--- src/rtl/divider.sv ---
// Unsigned restoring divider: a 2*bits dividend divided by a bits divisor, one quotient bit per clock.
// Divide-by-zero and quotient overflow are detected up front and finish in a single cycle.
module divider #(
    parameter int bits = 16
) (
    input  logic                clk,
    input  logic                reset,
    input  logic                start,
    input  logic [2*bits-1:0]   dividend,
    input  logic [bits-1:0]     divisor,
    output logic                busy,
    output logic                done,
    output logic [bits-1:0]     quotient,
    output logic [bits-1:0]     remainder,
    output logic                C,
    output logic                Z,
    output logic                V,
    output logic                N,
    output logic                div_zero
);

    localparam int cntw = $clog2(bits) + 1;

    typedef enum logic [1:0] {IDLE, RUN, DONE} state_t;

    state_t            state;
    state_t            next_state;
    logic [bits-1:0]   divisor_q;
    logic [bits:0]     part_rem;
    logic [bits-1:0]   shift_reg;
    logic [cntw-1:0]   step;
    logic              dz_flag;

    logic              accept;
    logic              is_zero;
    logic              is_ovf;
    logic              last_step;
    logic [bits+1:0]   trial;
    logic [bits+1:0]   diff;
    logic              fits;
    logic [bits:0]     rem_next;
    logic [bits-1:0]   shift_next;

    assign accept    = (state == IDLE) && start;
    assign is_zero   = (divisor == '0);
    assign is_ovf    = (dividend[2*bits-1:bits] >= divisor);
    assign last_step = (state == RUN) && (step == cntw'(bits - 1));

    // The partial remainder is always below the divisor, so the shifted trial value
    // fits in bits+1; one extra bit on top turns the subtraction borrow into the compare.
    assign trial      = {part_rem, shift_reg[bits-1]};
    assign diff       = trial - {2'b00, divisor_q};
    assign fits       = ~diff[bits+1];
    assign rem_next   = fits ? diff[bits:0] : trial[bits:0];
    assign shift_next = {shift_reg[bits-2:0], fits};

    assign busy     = (state != IDLE);
    assign done     = (state == DONE);
    assign div_zero = done && dz_flag;

    always_ff @(posedge clk) begin
        if (reset) begin
            state <= IDLE;
        end else begin
            state <= next_state;
        end
    end

    always_comb begin
        next_state = state;
        case (state)
            IDLE: begin
                if (start) begin
                    next_state = (is_zero || is_ovf) ? DONE : RUN;
                end
            end
            RUN: begin
                if (last_step) begin
                    next_state = DONE;
                end
            end
            DONE:    next_state = IDLE;
            default: next_state = IDLE;
        endcase
    end

    // shift_reg starts as the dividend low half and fills with quotient bits from the LSB
    always_ff @(posedge clk) begin
        if (reset) begin
            divisor_q <= '0;
            part_rem  <= '0;
            shift_reg <= '0;
            step      <= '0;
            quotient  <= '0;
            remainder <= '0;
            C         <= 1'b0;
            Z         <= 1'b0;
            V         <= 1'b0;
            N         <= 1'b0;
            dz_flag   <= 1'b0;
        end else if (accept) begin
            divisor_q <= divisor;
            part_rem  <= {1'b0, dividend[2*bits-1:bits]};
            shift_reg <= dividend[bits-1:0];
            step      <= '0;
            if (is_zero) begin
                C       <= 1'b0;
                Z       <= 1'b0;
                V       <= 1'b0;
                N       <= 1'b0;
                dz_flag <= 1'b1;
            end else if (is_ovf) begin
                C       <= 1'b0;
                Z       <= 1'b0;
                V       <= 1'b1;
                N       <= 1'b0;
                dz_flag <= 1'b0;
            end
        end else if (state == RUN) begin
            part_rem  <= rem_next;
            shift_reg <= shift_next;
            step      <= step + 1'b1;
            if (last_step) begin
                quotient  <= shift_next;
                remainder <= rem_next[bits-1:0];
                N         <= shift_next[bits-1];
                Z         <= (shift_next == '0);
                V         <= 1'b0;
                C         <= 1'b0;
                dz_flag   <= 1'b0;
            end
        end
    end

endmodule

--- config.mk ---
export PLATFORM = sky130hd
export DESIGN_NAME = divider
export DESIGN_NICKNAME = d
export VERILOG_FILES = /design/src/rtl/divider.sv
export SDC_FILE = /design/constraint.sdc
export NUM_CORES = 1
export LEC_CHECK = 0
export ABC_CLOCK_PERIOD_IN_PS = 2400
export BUFFER_PORTS_ARGS = -buffer_cell sky130_fd_sc_hd__clkbuf_2
export CAP_MARGIN = 10
export CORE_ASPECT_RATIO = 2
export CORE_MARGIN = 8
export CORE_UTILIZATION = 51
export DETAILED_ROUTE_END_ITERATION = 10
export PLACE_DENSITY = 0.76
export SKIP_LAST_GASP = 1
export SLEW_MARGIN = 10
export SYNTH_ARGS = -nofsm -noshare
export SYNTH_HDL_FRONTEND = slang
export SYNTH_SLANG_ARGS = --single-unit
--- constraint.sdc ---
create_clock -name clk -period 2.4 [get_ports clk]
set_clock_uncertainty 0.15 [all_clocks]
set_input_delay 0.24 -clock clk [delete_from_list [all_inputs] [get_ports clk]]
set_output_delay 0.24 -clock clk [all_outputs]
set_load 0.02 [all_outputs]
==> metrics.md, run 1 <==
| Metric | Value |
|---|---|
| Status | finished with violations |
| Violated checks | negative setup slack |
| # placed instances | 923 |
| Final core occ | 0.7251 |
| Delay-heaviest family, CP | compound AO/OA/AOI/OAI gates |
| Peak supply drop | roughly 0.51 mV |
| Design Area, Final | just over 7000 sq um |
| Drt drc | 0 |
| Measured slew at the worst slew-check pin | around 0.86 ns |
| Netlist cell types | 57 |
| Fillers | between 700 and 800 |
| Horiz. Die Dim | between 80 and 90 um |
| Crit Path Class | flip-flop to flip-flop |
| Slew margin rel. | 0.4273 |
| CP Cell Sequence | inv_2, ha_4, fa_2, nor2b_4, o31ai_2, a211o_1, mux2i_2, a2111oi_4, buf_4, mux2i_4, nor2_1, nor3_1 |
| Number of antenna violations at the first check in global routing | 0 |
| Power per cell area | 904.9 nW/um^2 |
| Number of synthesized flops with an enable pin | 0 |
| Post-synthesis sequential area ratio | 0.3587 |
| Multi-input logic area | 3415 sq um |
| Period utilization | 1.135 |
| Area of the die | around 14000 sq um |
| Worst setup path start | shift_reg[15]$_SDFFE_PP0P_ |
| Layout cells sized above 1 | 0.3584 |
| Worst r2r src | shift_reg[15]$_SDFFE_PP0P_ |
| Total global routing overflow | 0 |
| Register area | roughly 1900 sq um |
| First drt pass iteration count | 6 |
| Initial Util | 0.5158 |
| Layout area overhead | 40.57% |
| GR Util All Layers | 0.2534 |
| Req. time, crit path | 2.48 ns |
| Flop and latch count out of synthesis | 92 |
| First-pass GRT wire length | 27300 um |
| Die height | approximately 160 um |
| Final worst slack | -0.3248 ns |
| Buf/Inv on CP | 2 |
| Pre-CTS WS | -0.3667 ns |
| Commonest non-fill, non-tap cell in the layout | nand2_1 |
| Number of global-route vias before repair | roughly 5600 |
| Detailed Place HPWL | about 12000 um |
| Synth Instances | roughly 660 |
| CTS Sinks | roughly 90 |
| Largest net degree at the start of global routing | 41 |
| Post-synth net total | between 700 and 800 |
| Via/cell ratio | ~5.9 |
| Longest Clk Path Bufs | 2 |
| CP Launch Type | flip-flop |
| Final GP Congestion | approximately 0.94 |
| Root Buffer | clkbuf_16 |
| CTS buffer count | 9 |
| Post-DRT Antenna Nets | 0 |
| Final Instance Count excl. Fillers | around 960 |
| CTS tree | yes |
| Biggest register | part_rem |
| Worst Path Arrival | between 2 and 3 ns |
| Ant. Diodes | 0 |
| Asr flop ratio synth | 0 |
| Critical Path Fanout Max | 2 |
| Worst setup EP type | flip-flop |
| Achievable Freq | 367.0 MHz |
| Metal1 wirelength | roughly 6700 um |
| Routed wire per std cell | 18.38 um |
| Reg clk slew, reported paths | 0.07 ns |
| Post-Syn Area per Cell | ~8 sq um |
| Row count | 52 |
| Unrepaired setup endpoints after global routing | yes |
| WL met3 | roughly 1100 um |
| Final WL | 17660 um |
| Max incr delay on CP | 0.42 ns |
| Top Metal Used | met4 |
| Area post-placement | between 6000 and 7000 sq um |
| P_leak | approximately 3.1 nW |
| Hold Startpoint | divisor[5] |
| Mapped Area | slightly above 5000 sq um |
| Total number of yosys warnings | 0 |
| Most used DFF post-synth | dfxtp_1 |
| Endpoints failing hold | 0 |
| Final setup fails | 36 |
| Met2 wire length | 9032 um |
| Most frequent cells in the layout | nand2_1 (105), clkbuf_2 (88), buf_4 (87), dfxtp_1 (83), a21oi_1 (75) |
| Final net count | about 910 |
| Flip-flop count of the largest register after layout | 17 |
| Max-cap check violation count | 0 |
| Worst hold path class | input port to flip-flop |
| Placeable Area | between 9000 and 10000 sq um |
| Top Ports | 90 |
| CP max stage cell | fa_2 |
| H-Tree Depth | 3 |
| Minimum clock period | 2.725 ns |
| Port Buf Inserts | a little under 90 |
| Vias post-DR | between 5000 and 6000 |
| Iteration-0 DRC count of the detailed router | 443 |
| Worst-Skew Late Latency | roughly 0.35 ns |
| Final Slew Violations | 0 |
[kinds of logic after synthesis]
kind of cell    count (synthesis)  share of synthesized area
compound gates                179                     0.2264
simple gates                  243                     0.2139
buf+inv                        81                    0.06603
mux                             8                    0.01657
xor+xnor                       16                    0.03095
fa+ha+maj                      35                    0.08675
other cells                     1                  0.0007303
flops                          92                     0.3587
[worst paths after layout]
kind | end | slack, ns | cells after the start
setup / recovery | remainder[10]$_SDFFE_PP0P_ | -0.32 | 12
hold / removal | divisor_q[5]$_SDFFE_PP0P_ | 0.005 | 3
setup reg to reg | remainder[10]$_SDFFE_PP0P_ | -0.32 | 12
hold reg to reg | divisor_q[6]$_SDFFE_PP0P_ | 0.31 | 2
[layout make-up]
type / count / area share
Inverter: 40 / 0.02080
Sequential cell: 92 / 0.2567
Tap cell: 135 / 0.02340
Clock inverter: 6 / 0.007627
Clock buffer: 10 / 0.03311
Timing Repair Buffer: 196 / 0.1853
Multi-Input combinational cell: 482 / 0.4730
[metal layers]
layer | global-route usage | vias up
met4 | 0.1588 | 0
met1 | 0.2720 | 2649
met5 | 0 | -
met3 | 0.03848 | 72
li1 | - | 2606
met2 | 0.4475 | 297
[worst register-to-register path, cell delays in order (launching register included)]
cell and delay (ns):
dfxtp_2 0.34, inv_2 0.05, ha_4 0.17, fa_2 0.42, nor2b_4 0.14, o31ai_2 0.08
a211o_1 0.34, mux2i_2 0.20, a2111oi_4 0.32, buf_4 0.18, mux2i_4 0.06, nor2_1 0.09
nor3_1 0.06
[timing repair]
item                       CTS  global route
buffers inserted            14             3
setup endpoints to repair   35            39
hold buffers                 8             0
hold endpoints to repair     8             0
gates resized for setup     71            30
pin swaps                   38            17
[cell usage after synthesis (all sizes together) (8+ instances only)]
master	instances	area share
nor2	60	0.044
xnor2	9	0.015
clkbuf	34	0.025
a31oi	10	0.012
a211oi	11	0.017
a21oi	82	0.080
inv	40	0.029
dfxtp	92	0.36
ha	34	0.083
nand3	10	0.0097
a22oi	23	0.034
a21o	8	0.012
o21ai	12	0.012
nor4	9	0.014
nand2	111	0.083
nor2b	8	0.011
nor3	14	0.014
[metrics by stage]
step	TNS, ns	power (W)	hold WS [ns]
2_1_floorplan	-2.768	0.003199	0.2184
3_3_place_gp	-7.577	0.004099	0.2887
3_5_place_dp	-8.801	0.004140	0.2945
4_1_cts	-6.354	0.006236	0.004225
5_1_grt	-11.04	0.006788	0.01346
6_report	-7.540	0.006532	0.004750
[power breakdown]
group | switching (W) | internal, W
registers | 0.0000941 | 0.00162
logic | 0.00170 | 0.00169
clock network | 0.000669 | 0.000751
No activity file was read; power rests on OpenSTA's default activity.
==> run 2: changes to the inputs <==
PLACE_DENSITY = 0.78   (was 0.76)
==> metrics.md, run 2 (synthesis gave the netlist of run 1 again) <==
| Metric | Value |
|---|---|
| Detailed Place HPWL | ~12000 um |
| Switching power | between 0.002 and 0.0025 W |
| Layout cells sized above 1 | 0.3538 |
| Port Buf Inserts | roughly 90 |
| Measured slew at the worst slew-check pin | roughly 0.70 ns |
| Commonest non-fill, non-tap cell in the layout | nand2_1 |
| Initial Util | 0.5158 |
| Crit Path Class | flip-flop to flip-flop |
| Worst setup EP type | flip-flop |
| Flip-flop count of the largest register after layout | 17 |
| Layout area overhead | 39.69% |
| Area of the die | roughly 14000 sq um |
| Status | finished with violations |
| CTS tree | yes |
| Iteration-0 DRC count of the detailed router | roughly 500 |
| Violated checks | negative hold slack, negative setup slack |
| Period utilization | 1.140 |
| Final net count | approximately 910 |
| Achievable Freq | 365.6 MHz |
| Max-cap check violation count | 0 |
| P_leak | 3.128 nW |
| Power per cell area | about 900 nW/um^2 |
| Fillers | roughly 700 |
| Final setup fails | 36 |
| H-Tree Depth | 3 |
| Number of global-route vias before repair | about 5600 |
| Placeable Area | between 9000 and 10000 sq um |
| Endpoints failing hold | 2 |
| Post-DRT Antenna Nets | 0 |
| CP Launch Type | flip-flop |
| Ant. Diodes | 0 |
| Drt drc | 0 |
| Worst hold path class | input port to flip-flop |
| Total global routing overflow | 0 |
| Final hold slack | -0.01123 ns |
| Number of antenna violations at the first check in global routing | 0 |
| Worst Path Arrival | around 2.8 ns |
| P_int | between 0.004 and 0.005 W |
| Die height | around 160 um |
| Longest Clk Path Bufs | 2 |
| Via/cell ratio | 5.903 |
| Unrepaired setup endpoints after global routing | yes |
| Total power | between 0.006 and 0.007 W |
| Final GP Congestion | about 0.96 |
| Most frequent cells in the layout | nand2_1 (107), buf_4 (97), clkbuf_2 (88), dfxtp_1 (83), a21oi_1 (77) |
| Pre-CTS WS | -0.4101 ns |
| Final worst slack | -0.3352 ns |
| Seq pwr share | 0.265 |
| Req. time, crit path | 2.48 ns |
| Biggest register | part_rem |
| CTS buffer count | 9 |
| Top Ports | 90 |
| Peak supply drop | roughly 0.7 mV |
| Horiz. Die Dim | between 80 and 90 um |
| CTS Sinks | 92 |
| Slew margin rel. | 0.5346 |
| Root Buffer | clkbuf_16 |
| Critical Path Fanout Max | 9 |
| Power share of the clock group | 0.244 |
| Switching Share | 0.3625 |
| Vias post-DR | about 5700 |
| First drt pass iteration count | 6 |
| Final WL | approximately 18000 um |
| Minimum clock period | 2.735 ns |
| Worst-Skew Late Latency | between 0.3 and 0.4 ns |
| Reg clk slew, reported paths | roughly 0.07 ns |
| Row count | between 50 and 60 |
| Gate power share | 0.491 |
| Largest net degree at the start of global routing | 45 |
| Final Slew Violations | 0 |
| Routed wire per std cell | about 19 um |
| First-pass GRT wire length | approximately 27000 um |
| GR Util All Layers | 0.2529 |
## run 2: cell count changes in the layout (fill, tap and decap cells not counted), sizes merged
cell,change
buf,+5
bufinv,+2
clkinvlp,-2
clkbuf,+1
dlygate4sd3,-1
## run 2: critical path, stage by stage (launching register included)
cell,delay [ns]
dfxtp_2,0.32
buf_6,0.12
ha_4,0.21
nor2b_4,0.12
o31a_1,0.27
o31ai_4,0.23
a31o_4,0.22
xor2_4,0.25
clkbuf_16,0.21
buf_8,0.13
nor2_1,0.07
a2111oi_2,0.31
## run 2: per-layer routing
| metal | global-route usage | part of all wire |
|---|---|---|
| met1 | 0.2713 | 0.37 |
| met2 | 0.4306 | 0.48 |
| met3 | 0.05980 | 0.082 |
| met4 | 0.1613 | 0.068 |
| met5 | 0 | 0 |
## run 2: power groups by stage
| stage | clock network (W) | logic (W) | registers (W) |
|---|---|---|---|
| floorplan | 0 | 0.00148 | 0.00172 |
| global placement | 0 | 0.00235 | 0.00173 |
| detailed placement | 0 | 0.00239 | 0.00173 |
| CTS | 0.00157 | 0.00275 | 0.00171 |
| global route | 0.00165 | 0.00335 | 0.00172 |
| finish | 0.00158 | 0.00317 | 0.00171 |
## run 2: timing repair
item / CTS / global route
pin swaps: 25 / 12
endpoints found under the hold margin: 7 / 0
gates cloned: 0 / 1
buffers inserted: 11 / 5
gates resized for setup: 54 / 30
hold buffers: 7 / 0
setup endpoints to repair: 36 / 39
## run 2: area by class of cell
class | count | area [sq um] | area share
multi-input cells | 482 | 3308 | 0.4612
flip-flops and latches | 92 | 1856 | 0.2587
repair buffers | 201 | 1366 | 0.1905
clock buffers | 10 | 229.0 | 0.03192
well taps | 135 | 168.9 | 0.02355
inverters | 40 | 150.1 | 0.02093
clock inverters | 6 | 95.09 | 0.01326
## run 2: worst paths after layout
kind / start / endpoint / slack, ns / cells past startpoint
worst max register to register: part_rem[0]$_SDFFE_PP0P_ / remainder[7]$_SDFFE_PP0P_ / -0.34 / 11
worst min register to register: divisor_q[14]$_SDFFE_PP0P_ / divisor_q[14]$_SDFFE_PP0P_ / 0.30 / 2
worst min-delay path: divisor[9] / divisor_q[9]$_SDFFE_PP0P_ / -0.01 / 3
worst max-delay path: part_rem[0]$_SDFFE_PP0P_ / remainder[7]$_SDFFE_PP0P_ / -0.34 / 11
## run 2: stage by stage
stage / setup TNS [ns] / std cells / util / area [sq um]
floorplan: -2.768 / 655 / - / 5151
global route: -13.66 / 966 / 0.7206 / 7173
global placement: -7.914 / 929 / 0.6307 / 6279
finish: -8.703 / 966 / 0.7206 / 7173
detailed placement: -10.38 / 929 / 0.6307 / 6279
CTS: -7.265 / 962 / 0.7031 / 6999
==> run 3: changes to the inputs <==
REMOVE_ABC_BUFFERS = 1   (was unset)
SKIP_LAST_GASP = unset   (was 1)
==> metrics.md, run 3 (synthesis gave the netlist of run 1 again) <==
| Metric | Value |
|---|---|
| Status | finished with violations |
| Violated checks | negative setup slack |
| Final Slew Violations | 0 |
| CTS tree | yes |
| Total power | roughly 0.0063 W |
| Req. time, crit path | 2.49 ns |
| Cell count along the critical path | 11 |
| Worst setup EP type | flip-flop |
| Unrepaired setup endpoints after global routing | yes |
| Ant. Diodes | 0 |
| Area post-placement | about 6300 sq um |
| Reg2reg path depth | 11 |
| P_leak | roughly 3.1 nW |
| Fillers | between 700 and 800 |
| Area of the die | approximately 14000 sq um |
| Placeable Area | 9955 sq um |
| H-Tree Depth | 3 |
| Register area | between 1500 and 2000 sq um |
| Final net count | 913 |
| Routed wire per std cell | ~19 um |
| Hold Startpoint | divisor[11] |
| Largest net degree at the start of global routing | 50 |
| Minimum clock period | between 2 and 3 ns |
| Flip-flop count of the largest register after layout | 17 |
| Hold Path Depth | 3 |
| Worst hold path class | input port to flip-flop |
| Max-cap check violation count | 0 |
| Final worst slack | -0.3666 ns |
| Power per cell area | around 900 nW/um^2 |
| Via/cell ratio | 5.956 |
| Setup Total Neg Slack | -8.849 ns |
| First-pass GRT wire length | 26580 um |
| Multi-input logic area | 3323 sq um |
| Vias post-DR | approximately 5800 |
| Critical Path Fanout Max | 12 |
| Top Ports | 90 |
| Longest Clk Path Bufs | 2 |
| Root Buffer | clkbuf_16 |
| Worst Path Arrival | between 2 and 3 ns |
| Drt drc | 0 |
| Port Buf Inserts | 88 |
| CP Launch Type | flip-flop |
| Buf/Inv on CP | 2 |
| Iteration-0 DRC count of the detailed router | 576 |
| CTS buffer count | 9 |
| Horiz. Die Dim | between 80 and 90 um |
| CP Cell Sequence | inv_1, ha_1, nand2_2, nor2_1, o41ai_4, a31o_4, xor2_4, buf_12, mux2i_1, o21ai_0, nor2b_1 |
| Initial Util | 0.5158 |
| Most frequent cells in the layout | nand2_1 (106), buf_4 (95), clkbuf_2 (88), dfxtp_1 (81), a21oi_1 (78) |
| Number of antenna violations at the first check in global routing | 0 |
| Slew margin rel. | 0.5060 |
| Total global routing overflow | 0 |
| Layout cells sized above 1 | 0.3474 |
| Period utilization | 1.153 |
| Final GP Congestion | roughly 0.91 |
| Final WL | between 15000 and 20000 um |
| Biggest register | part_rem |
| Max incr delay on CP | between 0.3 and 0.4 ns |
| Commonest non-fill, non-tap cell in the layout | nand2_1 |
| FF-to-FF End | part_rem[6]$_SDFFE_PP0P_ |
| Number of global-route vias before repair | roughly 5600 |
| Achievable Freq | approximately 360 MHz |
| Pre-CTS WS | -0.3472 ns |
| Final setup fails | 35 |
| Detailed Place HPWL | approximately 11000 um |
| Final core occ | 0.7213 |
| R2R setup slack | -0.37 ns |
| Endpoints failing hold | 0 |
| Layout area overhead | 39.84% |
| Worst-Skew Late Latency | around 0.35 ns |
| Row count | 52 |
| First drt pass iteration count | 5 |
| CTS Sinks | 92 |
| Hold Path Sink | divisor_q[11]$_SDFFE_PP0P_ |
| Peak supply drop | between 0.7 and 0.8 mV |
| Reg clk slew, reported paths | about 0.07 ns |
| Worst r2r src | divisor_q[7]$_SDFFE_PP0P_ |
| GR Util All Layers | 0.2434 |
| Design Area, Final | roughly 7000 sq um |
| Crit Path Class | flip-flop to flip-flop |
| Measured slew at the worst slew-check pin | 0.7402 ns |
| CP max stage cell | o41ai_4 |
| Post-DRT Antenna Nets | 0 |
| Die height | 157.9 um |
| Delay-heaviest family, CP | compound AO/OA/AOI/OAI gates |
[run 3: cell count changes in the layout (fill, tap and decap cells not counted), sizes merged]
| cell | previous run | this run |
|---|---|---|
| clkinvlp | 0 | 1 |
| clkbuf | 99 | 98 |
| buf | 105 | 104 |
| dlygate4sd3 | 7 | 10 |
| inv | 43 | 44 |
| bufinv | 2 | 0 |
[run 3: per-layer routing]
layer	track usage	vias up	routed length (um)
met3	0.04992	77	1287
met2	0.4160	313	9310
li1	-	2626	-
met1	0.2730	2743	6699
met5	0	-	0
met4	0.1323	0	847
[run 3: timing repair]
action | CTS | global route
resized for setup | 56 | 36
hold endpoints to repair | 10 | 0
endpoints found under the setup margin | 36 | 36
hold buffers | 10 | 0
buffers inserted | 11 | 7
pin swaps | 25 | 15
[run 3: cell type report]
class                   count  share of cell area
repair buffers            202              0.1936
inverters                  40             0.02091
flip-flops and latches     92              0.2584
well taps                 135             0.02352
clock inverters             6            0.007493
multi-input cells         482              0.4628
clock buffers              10             0.03328
[run 3: worst max-delay path by stage]
stage	from	to
2_1_floorplan	state[0]$_SDFFE_PP0P_	Z$_SDFFE_PP0P_
3_3_place_gp	divisor_q[6]$_SDFFE_PP0P_	remainder[11]$_SDFFE_PP0P_
3_5_place_dp	divisor_q[1]$_SDFFE_PP0P_	remainder[11]$_SDFFE_PP0P_
4_1_cts	divisor_q[1]$_SDFFE_PP0P_	part_rem[6]$_SDFFE_PP0P_
5_1_grt	divisor_q[7]$_SDFFE_PP0P_	remainder[3]$_SDFFE_PP0P_
6_report	divisor_q[7]$_SDFFE_PP0P_	part_rem[6]$_SDFFE_PP0P_
[run 3: worst min-delay path, stage by stage]
cell and delay, ns:
clkbuf_2 0.10, nand2_1 0.07, a21oi_1 0.05
[run 3: power by group]
group	internal, W	switching [W]	total (W)	leakage [nW]
combinational	0.00154	0.00161	0.00315	2.23
sequential	0.00162	0.0000901	0.00171	0.754
clock	0.000752	0.000672	0.00142	0.142
[run 3: stage by stage]
stage	hold slack (ns)	instances
5_1_grt	0.03443	967
3_5_place_dp	0.2954	928
3_3_place_gp	0.2903	928
6_report	0.006764	967
2_1_floorplan	0.1546	614
4_1_cts	0.003465	962
